===== src/rtl/instr_mem_pkg.sv =====
// Shared definitions for the multi-channel instruction memory.
//   state_t    : CLEAR (zero-fill after reset), LOAD (loader owns the array), RUN (cores read)
//   WORD_BYTES : bytes per instruction word; byte addresses are word-aligned on this
//   idx_w()    : word-index width for a given depth
//   addr_fault(): misaligned or beyond-depth byte address (addresses up to 64 bits)
package instr_mem_pkg;

    typedef enum logic [1:0] {
        CLEAR,
        LOAD,
        RUN
    } state_t;

    localparam int unsigned WORD_BYTES = 4;
    localparam int unsigned BYTE_SH    = $clog2(WORD_BYTES);

    function automatic int unsigned idx_w(input int unsigned depth);
        return $clog2(depth);
    endfunction

    // Range check is done on the full address so high bits never alias
    // onto a valid word index.
    function automatic logic addr_fault(input logic [63:0] addr, input int unsigned depth);
        return (addr[BYTE_SH-1:0] != '0) || ((addr >> BYTE_SH) >= 64'(depth));
    endfunction

endpackage


===== src/rtl/instr_mem_mc_if.sv =====
// Bus bundle between the cores/loader and instr_mem_mc.
//   load_en_i/load_we_i/load_addr_i/load_data_i : loader mode request and write port
//   ready_o                                     : memory is in RUN
//   req_i/addr_i                                : per-channel read request and byte address
//   instr_o/valid_o/fault_o                     : per-channel registered read result
// master = cores/loader side, slave = memory side.
interface instr_mem_mc_if #(
    parameter int unsigned NUM_CH = 2,
    parameter int unsigned DATA_W = 32,
    parameter int unsigned ADDR_W = 32
);
    logic                       load_en_i;
    logic                       load_we_i;
    logic [ADDR_W-1:0]          load_addr_i;
    logic [DATA_W-1:0]          load_data_i;
    logic                       ready_o;
    logic [NUM_CH-1:0]          req_i;
    logic [NUM_CH*ADDR_W-1:0]   addr_i;
    logic [NUM_CH*DATA_W-1:0]   instr_o;
    logic [NUM_CH-1:0]          valid_o;
    logic [NUM_CH-1:0]          fault_o;

    modport master (
        output load_en_i, load_we_i, load_addr_i, load_data_i, req_i, addr_i,
        input  ready_o, instr_o, valid_o, fault_o
    );

    modport slave (
        input  load_en_i, load_we_i, load_addr_i, load_data_i, req_i, addr_i,
        output ready_o, instr_o, valid_o, fault_o
    );
endinterface


===== src/rtl/instr_mem_read_port.sv =====
// One registered read channel of instr_mem_mc.
//   clk_i, rst_i : clock, synchronous active-low reset
//   rd_en        : request accepted this cycle (memory in RUN and req set)
//   addr         : channel byte address
//   rd_data      : array word selected by this channel's truncated index
//   instr/valid/fault : result one cycle after the request; instr holds when idle
module instr_mem_read_port
    import instr_mem_pkg::*;
#(
    parameter int unsigned DEPTH  = 32,
    parameter int unsigned DATA_W = 32,
    parameter int unsigned ADDR_W = 32
) (
    input  logic              clk_i,
    input  logic              rst_i,
    input  logic              rd_en,
    input  logic [ADDR_W-1:0] addr,
    input  logic [DATA_W-1:0] rd_data,
    output logic [DATA_W-1:0] instr,
    output logic              valid,
    output logic              fault
);

    logic bad;

    assign bad = addr_fault(64'(addr), DEPTH);

    always_ff @(posedge clk_i) begin
        if (!rst_i) begin
            instr <= '0;
            valid <= 1'b0;
            fault <= 1'b0;
        end else if (rd_en) begin
            valid <= 1'b1;
            fault <= bad;
            // A faulting read returns NOP rather than the aliased word.
            instr <= bad ? '0 : rd_data;
        end else begin
            valid <= 1'b0;
            fault <= 1'b0;
        end
    end

endmodule


===== src/rtl/instr_mem_mc.sv =====
// Multi-channel instruction memory: one shared word array, written by a
// loader in LOAD, read by NUM_CH registered channels in RUN, zero-filled
// one word per cycle in CLEAR after every reset.
//   clk_i : clock
//   rst_i : synchronous active-low reset
//   bus   : instr_mem_mc_if slave (loader port, ready, per-channel reads)
module instr_mem_mc
    import instr_mem_pkg::*;
#(
    parameter int unsigned NUM_CH = 2,
    parameter int unsigned DEPTH  = 32,
    parameter int unsigned DATA_W = 32,
    parameter int unsigned ADDR_W = 32
) (
    input  logic           clk_i,
    input  logic           rst_i,
    instr_mem_mc_if.slave  bus
);

    localparam int unsigned IDX_W = idx_w(DEPTH);

    state_t            state;
    state_t            state_nxt;
    logic [IDX_W-1:0]  clear_cnt;
    logic              clear_last;
    logic              clear_we;
    logic              load_wr;
    logic              run;
    logic [IDX_W-1:0]  load_idx;
    logic [DATA_W-1:0] mem [DEPTH];

    assign clear_last = (clear_cnt == IDX_W'(DEPTH - 1));
    assign load_idx   = bus.load_addr_i[BYTE_SH +: IDX_W];

    // State register
    always_ff @(posedge clk_i) begin
        if (!rst_i) begin
            state <= CLEAR;
        end else begin
            state <= state_nxt;
        end
    end

    // Clear counter wraps back to 0 on its own since DEPTH is a power of two.
    always_ff @(posedge clk_i) begin
        if (!rst_i) begin
            clear_cnt <= '0;
        end else if (state == CLEAR) begin
            clear_cnt <= clear_cnt + IDX_W'(1);
        end
    end

    // Next-state logic
    always_comb begin
        state_nxt = state;
        unique case (state)
            CLEAR:   if (clear_last) state_nxt = bus.load_en_i ? LOAD : RUN;
            LOAD:    if (!bus.load_en_i) state_nxt = RUN;
            RUN:     if (bus.load_en_i) state_nxt = LOAD;
            default: state_nxt = CLEAR;
        endcase
    end

    // Output logic
    always_comb begin
        bus.ready_o = 1'b0;
        clear_we    = 1'b0;
        load_wr     = 1'b0;
        run         = 1'b0;
        unique case (state)
            CLEAR:   clear_we = 1'b1;
            LOAD:    load_wr  = bus.load_we_i && !addr_fault(64'(bus.load_addr_i), DEPTH);
            RUN: begin
                bus.ready_o = 1'b1;
                run         = 1'b1;
            end
            default: ;
        endcase
    end

    // Array writes; reset itself leaves contents alone, CLEAR zeroes them.
    always_ff @(posedge clk_i) begin
        if (rst_i) begin
            if (clear_we) begin
                mem[clear_cnt] <= '0;
            end else if (load_wr) begin
                mem[load_idx] <= bus.load_data_i;
            end
        end
    end

    for (genvar c = 0; c < NUM_CH; c++) begin : g_ch
        logic [ADDR_W-1:0] ch_addr;
        logic [IDX_W-1:0]  ch_idx;
        logic [DATA_W-1:0] ch_instr;
        logic              ch_valid;
        logic              ch_fault;

        assign ch_addr = bus.addr_i[c*ADDR_W +: ADDR_W];
        assign ch_idx  = ch_addr[BYTE_SH +: IDX_W];

        instr_mem_read_port #(
            .DEPTH  (DEPTH),
            .DATA_W (DATA_W),
            .ADDR_W (ADDR_W)
        ) u_port (
            .clk_i   (clk_i),
            .rst_i   (rst_i),
            .rd_en   (run && bus.req_i[c]),
            .addr    (ch_addr),
            .rd_data (mem[ch_idx]),
            .instr   (ch_instr),
            .valid   (ch_valid),
            .fault   (ch_fault)
        );

        assign bus.instr_o[c*DATA_W +: DATA_W] = ch_instr;
        assign bus.valid_o[c]                  = ch_valid;
        assign bus.fault_o[c]                  = ch_fault;
    end

endmodule


===== src/flat_wrapper.sv =====
// flat-port wrapper written by rule: the top's interface ports become plain ports
module instr_mem_mc_flat import instr_mem_pkg::*;
#(
    parameter int unsigned NUM_CH = 2,
    parameter int unsigned DEPTH  = 32,
    parameter int unsigned DATA_W = 32,
    parameter int unsigned ADDR_W = 32
)
  (clk_i, rst_i, bus_load_en_i, bus_load_we_i, bus_load_addr_i, bus_load_data_i, bus_req_i, bus_addr_i, bus_ready_o, bus_instr_o, bus_valid_o, bus_fault_o);
  instr_mem_mc_if #(.NUM_CH(NUM_CH), .DATA_W(DATA_W), .ADDR_W(ADDR_W)) bus_i ();
  input  logic clk_i;
  input  logic rst_i;
  input wire logic [$bits(bus_i.load_en_i)-1:0] bus_load_en_i;
  input wire logic [$bits(bus_i.load_we_i)-1:0] bus_load_we_i;
  input wire logic [$bits(bus_i.load_addr_i)-1:0] bus_load_addr_i;
  input wire logic [$bits(bus_i.load_data_i)-1:0] bus_load_data_i;
  input wire logic [$bits(bus_i.req_i)-1:0] bus_req_i;
  input wire logic [$bits(bus_i.addr_i)-1:0] bus_addr_i;
  output wire logic [$bits(bus_i.ready_o)-1:0] bus_ready_o;
  output wire logic [$bits(bus_i.instr_o)-1:0] bus_instr_o;
  output wire logic [$bits(bus_i.valid_o)-1:0] bus_valid_o;
  output wire logic [$bits(bus_i.fault_o)-1:0] bus_fault_o;
  assign bus_i.load_en_i = bus_load_en_i;
  assign bus_i.load_we_i = bus_load_we_i;
  assign bus_i.load_addr_i = bus_load_addr_i;
  assign bus_i.load_data_i = bus_load_data_i;
  assign bus_i.req_i = bus_req_i;
  assign bus_i.addr_i = bus_addr_i;
  assign bus_ready_o = bus_i.ready_o;
  assign bus_instr_o = bus_i.instr_o;
  assign bus_valid_o = bus_i.valid_o;
  assign bus_fault_o = bus_i.fault_o;
  instr_mem_mc #(.NUM_CH(NUM_CH), .DEPTH(DEPTH), .DATA_W(DATA_W), .ADDR_W(ADDR_W)) u_core (.clk_i(clk_i), .rst_i(rst_i), .bus(bus_i));
endmodule

===== config.mk =====
export PLATFORM = sky130hd
export DESIGN_NAME = instr_mem_mc_flat
export DESIGN_NICKNAME = d
export VERILOG_FILES = /design/src/rtl/instr_mem_pkg.sv /design/src/rtl/instr_mem_mc_if.sv /design/src/rtl/instr_mem_read_port.sv /design/src/rtl/instr_mem_mc.sv /design/src/flat_wrapper.sv
export SDC_FILE = /design/constraint.sdc
export NUM_CORES = 1
export LEC_CHECK = 0
export BUFFER_PORTS_ARGS = -buffer_cell sky130_fd_sc_hd__buf_2
export CAP_MARGIN = 20
export CORE_MARGIN = 3
export CORE_UTILIZATION = 35
export CTS_BUF_LIST = sky130_fd_sc_hd__clkbuf_4
export CTS_CLUSTER_DIAMETER = 60
export DETAILED_ROUTE_END_ITERATION = 8
export MAX_ROUTING_LAYER = met4
export SYNTH_ARGS = -nofsm -noshare
export SYNTH_HDL_FRONTEND = slang
export SYNTH_SLANG_ARGS = --single-unit

===== constraint.sdc =====
create_clock -name clk_i -period 9.7 [get_ports clk_i]
set_input_delay 0.485 -clock clk_i [delete_from_list [all_inputs] [get_ports clk_i]]
set_output_delay 0.485 -clock clk_i [all_outputs]
set_load 0.005 [all_outputs]

==> flow_summary.yaml <==
die:
  die_w_um: 386
  dieArea_sq_mm: 0.149
  rows: 138
  core_sq_mm: 0.142
  ios: 203
  initial_core_util_pct: 35.4
  fp.dieH_um: 386
hold_path:
  hold_end: "u_core.g_ch[0].u_port.instr[29]"
  worstHoldPathType: "input port to flop"
  min_from: "bus_addr_i[4]"
  min_path_cells: 4
job:
  drv_cap: 0
clocking:
  cts_tree: "built"
  cts-root-buf: "clkbuf_4"
  cts_made_buffers: 295
  htreeDepth: 5
  path_clk_slew_ns: 0.07
  clk_path_buf_depth: 4
  clock-sinks: 1099
  clock_latency_ns: 1.22
place:
  post_dp_cell_area_sq_mm: 0.0538
  gp_congestion: 0.849
  dp_hpwl_um: 94700
  numPortBuffers: 202
  dp_worst_setup_slack_ns: 5.22
power_and_ir_drop:
  comb_power_share_pct: 6.3
  power.switching_mw: 2.28
  p_per_area_mw_per_mm2: 168
  seqPwrFrac_pct: 52.9
  switching_share_pct: 23.4
  p_total_mw: 9.72
  leakage_nw: 18.9
  peakVddDrop_uv: 107
  internal_power_mw: 7.44
  p_clk_share_pct: 40.8
synthesis:
  synth_top_area_share_pct: 61.0
  yosysSeqAreaShare_pct: 63.9
  yosys.cell_count.top_type: "edfxtp_1"
  synth_ff_type: "edfxtp_1"
  synth_area_per_cell_sq_um: 17.1
  synthesis.area_sq_mm: 0.0504
  ys_types: 58
  synth_top_cell_by_area: "edfxtp_1"
  synth_common_cells: "edfxtp_1, mux2i_1, mux4_2, nand2_1, nor2_1"
  synth_edf_count: 1024
  synthCells: 2955
  synth_warnings: 0
  synthArstFlopShare_pct: 0
  synth_area_leaders: "edfxtp_1, mux4_2, mux2i_1, dfxtp_1, o31ai_1"
  ys_ff_latch: 1099
  synth_nets: 3091
grt:
  grt_pass1_vias: 33000
  grt_max_degree: 102
  grt_pass1_wl_um: 232000
  antenna_found_initial: 12
  overflow: 0
  gr-usage-all-layers_pct: 22.3
setup_path:
  worst_setup_path_end_kind: "flop"
  worstPathRequired_ns: 10.50
  worstSetupPathType: "flop to flop"
  startpoint_type: "flop"
  critical-path-max-stage-delay_ns: 0.88
  r2r-start: "u_core.state[1]"
  reg2reg_slack_ns: 5.64
  r2r_end: "u_core.mem[13][12]"
  crit_slowest_cell: "nor2_4"
  cpMostUsedCell: "nor2_4"
  critPathMaxFanout: 43
  worst_r2r_path_depth: 6
  arrival_ns: 4.87
  worstPathCellList: "nor4b_2, nand4_2, nor2_4, a31oi_1, nor2_4, buf_4"
layout:
  fin_nets: 3506
  fin_area_sq_mm: 0.0578
  nFillCells: 13000
  drive_gt1_share_pct: 32.1
  area_delta_synth_final_pct: 14.7
drt:
  drc_errors: 0
  drt_first_iter_violations: 4172
  wire_per_inst_um: 29.9
  vias_per_cell: 5.95
  dr_total_vias: 32500
  drtAntennaViolNets: 0
  drt_first_pass_iters: 5
  finalWirelength_um: 163000
timing:
  timing.hold.ws_ns: 0.124
  fin_crit_ns: 4.06
  setup_tns_ns: 0
  hold_viol: 0
  worst_pin_slew_ns: 1.13
  fin_skew_ns: 0.0928
  layout_setup_ws_ns: 5.64
  fin_crit_sh_pct: 41.9
  rsz0062_at_grt: "false"
  slew_viol_final: 0
  timing.fmax_mhz: 246
  slew_headroom_pct: 24.0
  finalSetupViolations: 0
status:
  status: "complete, no violations"
## kinds of logic (layout without fill, tap and decap cells)
logic type | Yosys count | after routing | synth area share [%]
other | 0 | 10 | 0
and+or+nand+nor | 465 | 465 | 4.71
muxes | 707 | 707 | 22.1
xor gates and xnor gates | 3 | 3 | 0.0521
adders and majority gates | 2 | 2 | 0.0496
buffers and inverters | 237 | 838 | 2.71
AOI/OAI and AO/OA | 442 | 442 | 6.43
DFF | 1099 | 1099 | 63.9
## metrics by stage
stage / utilization, % / cells
final: 40.7 / 5456
after global routing: 40.7 / 5456
after CTS: 40.5 / 5436
after detailed placement: 37.8 / 4916
after global placement: 37.7 / 4909
after floorplan: - / 2955
## cells in the final DEF (no fill, tap or decap), types with 7 or more instances in the layout
| cell | count |
|---|---|
| a211o_1 | 7 |
| a22o_1 | 64 |
| and2_1 | 35 |
| buf_2 | 198 |
| buf_4 | 88 |
| buf_8 | 7 |
| clkbuf_4 | 413 |
| clkinv_1 | 52 |
| dfxtp_1 | 75 |
| diode_2 | 10 |
| dlygate4sd3_1 | 42 |
| edfxtp_1 | 1024 |
| inv_1 | 7 |
| inv_2 | 7 |
| mux2_2 | 33 |
| mux2i_1 | 354 |
| mux4_1 | 8 |
| mux4_2 | 312 |
| nand2_1 | 115 |
| nand3_1 | 8 |
| nand3b_1 | 7 |
| nor2_1 | 85 |
| nor2_4 | 25 |
| nor2b_1 | 61 |
| nor3_1 | 8 |
| nor4_1 | 79 |
| o21ai_0 | 9 |
| o21ai_1 | 55 |
| o221ai_1 | 57 |
| o22a_1 | 31 |
| o22ai_1 | 103 |
| o31ai_1 | 94 |
## area by class of cell
type	count	area, sq um	area share [%]
inverter	7	26.3	0.0454
multi-input combinational	1619	17200	29.7
sequential	1099	32300	55.8
tap	1890	2360	4.09
antenna	10	25.0	0.0433
timing repair buffer	348	2480	4.28
clock inverter	70	402	0.694
clock buffer	413	3100	5.36
## power groups by stage
| stage | Clock, mW | Combinational (mW) | Sequential, mW |
|---|---|---|---|
| global route | 4.32 | 0.640 | 5.14 |
| floorplan | 0 | 0.387 | 5.24 |
| CTS | 4.05 | 0.609 | 5.14 |
| global placement | 0 | 0.595 | 5.25 |
| detailed placement | 0 | 0.598 | 5.25 |
| finish | 3.96 | 0.615 | 5.14 |
## flip-flops by register name (all words and copies together), names as in the netlist
name and count:
u_core.g_ch.u_port.valid 2, u_core.mem 1024, u_core.g_ch.u_port.fault 2, u_core.g_ch.u_port.instr 64, u_core.clear_cnt 5, u_core.state 2
## worst max-delay path by stage
stage	start	end	slack, ns	depth (start not counted)
after floorplan	bus_load_addr_i[13]	u_core.mem[20][0]	5.23	6
after global placement	bus_addr_i[4]	u_core.g_ch[0].u_port.instr[25]	4.98	8
after detailed placement	bus_addr_i[4]	u_core.g_ch[0].u_port.instr[23]	5.22	8
after CTS	u_core.state[1]	u_core.mem[13][12]	5.69	6
after global routing	u_core.state[0]	u_core.mem[13][20]	5.42	6
final	u_core.state[1]	u_core.mem[13][12]	5.64	6
## layer usage
metal	vias up	GRT usage, %	share of wire [%]
li1	13300	-	-
met1	16800	29.5	40
met2	2040	33.7	46
met3	308	5.62	11
met4	0	7.72	2.9
met5	-	-	0
## what timing repair did
item,in CTS,in global routing
buffers inserted,0,0
hold buffers,37,5
hold endpoints to repair,687,125
resized for setup,0,0
## worst max-delay path: cells and delay by family, from the launching register on
kind            cells  cell delay, ns
buf+inv             1            0.47
compound gates      1            0.57
flops               1            0.37
simple gates        4            2.27
Power figures use the tool's default switching activity.
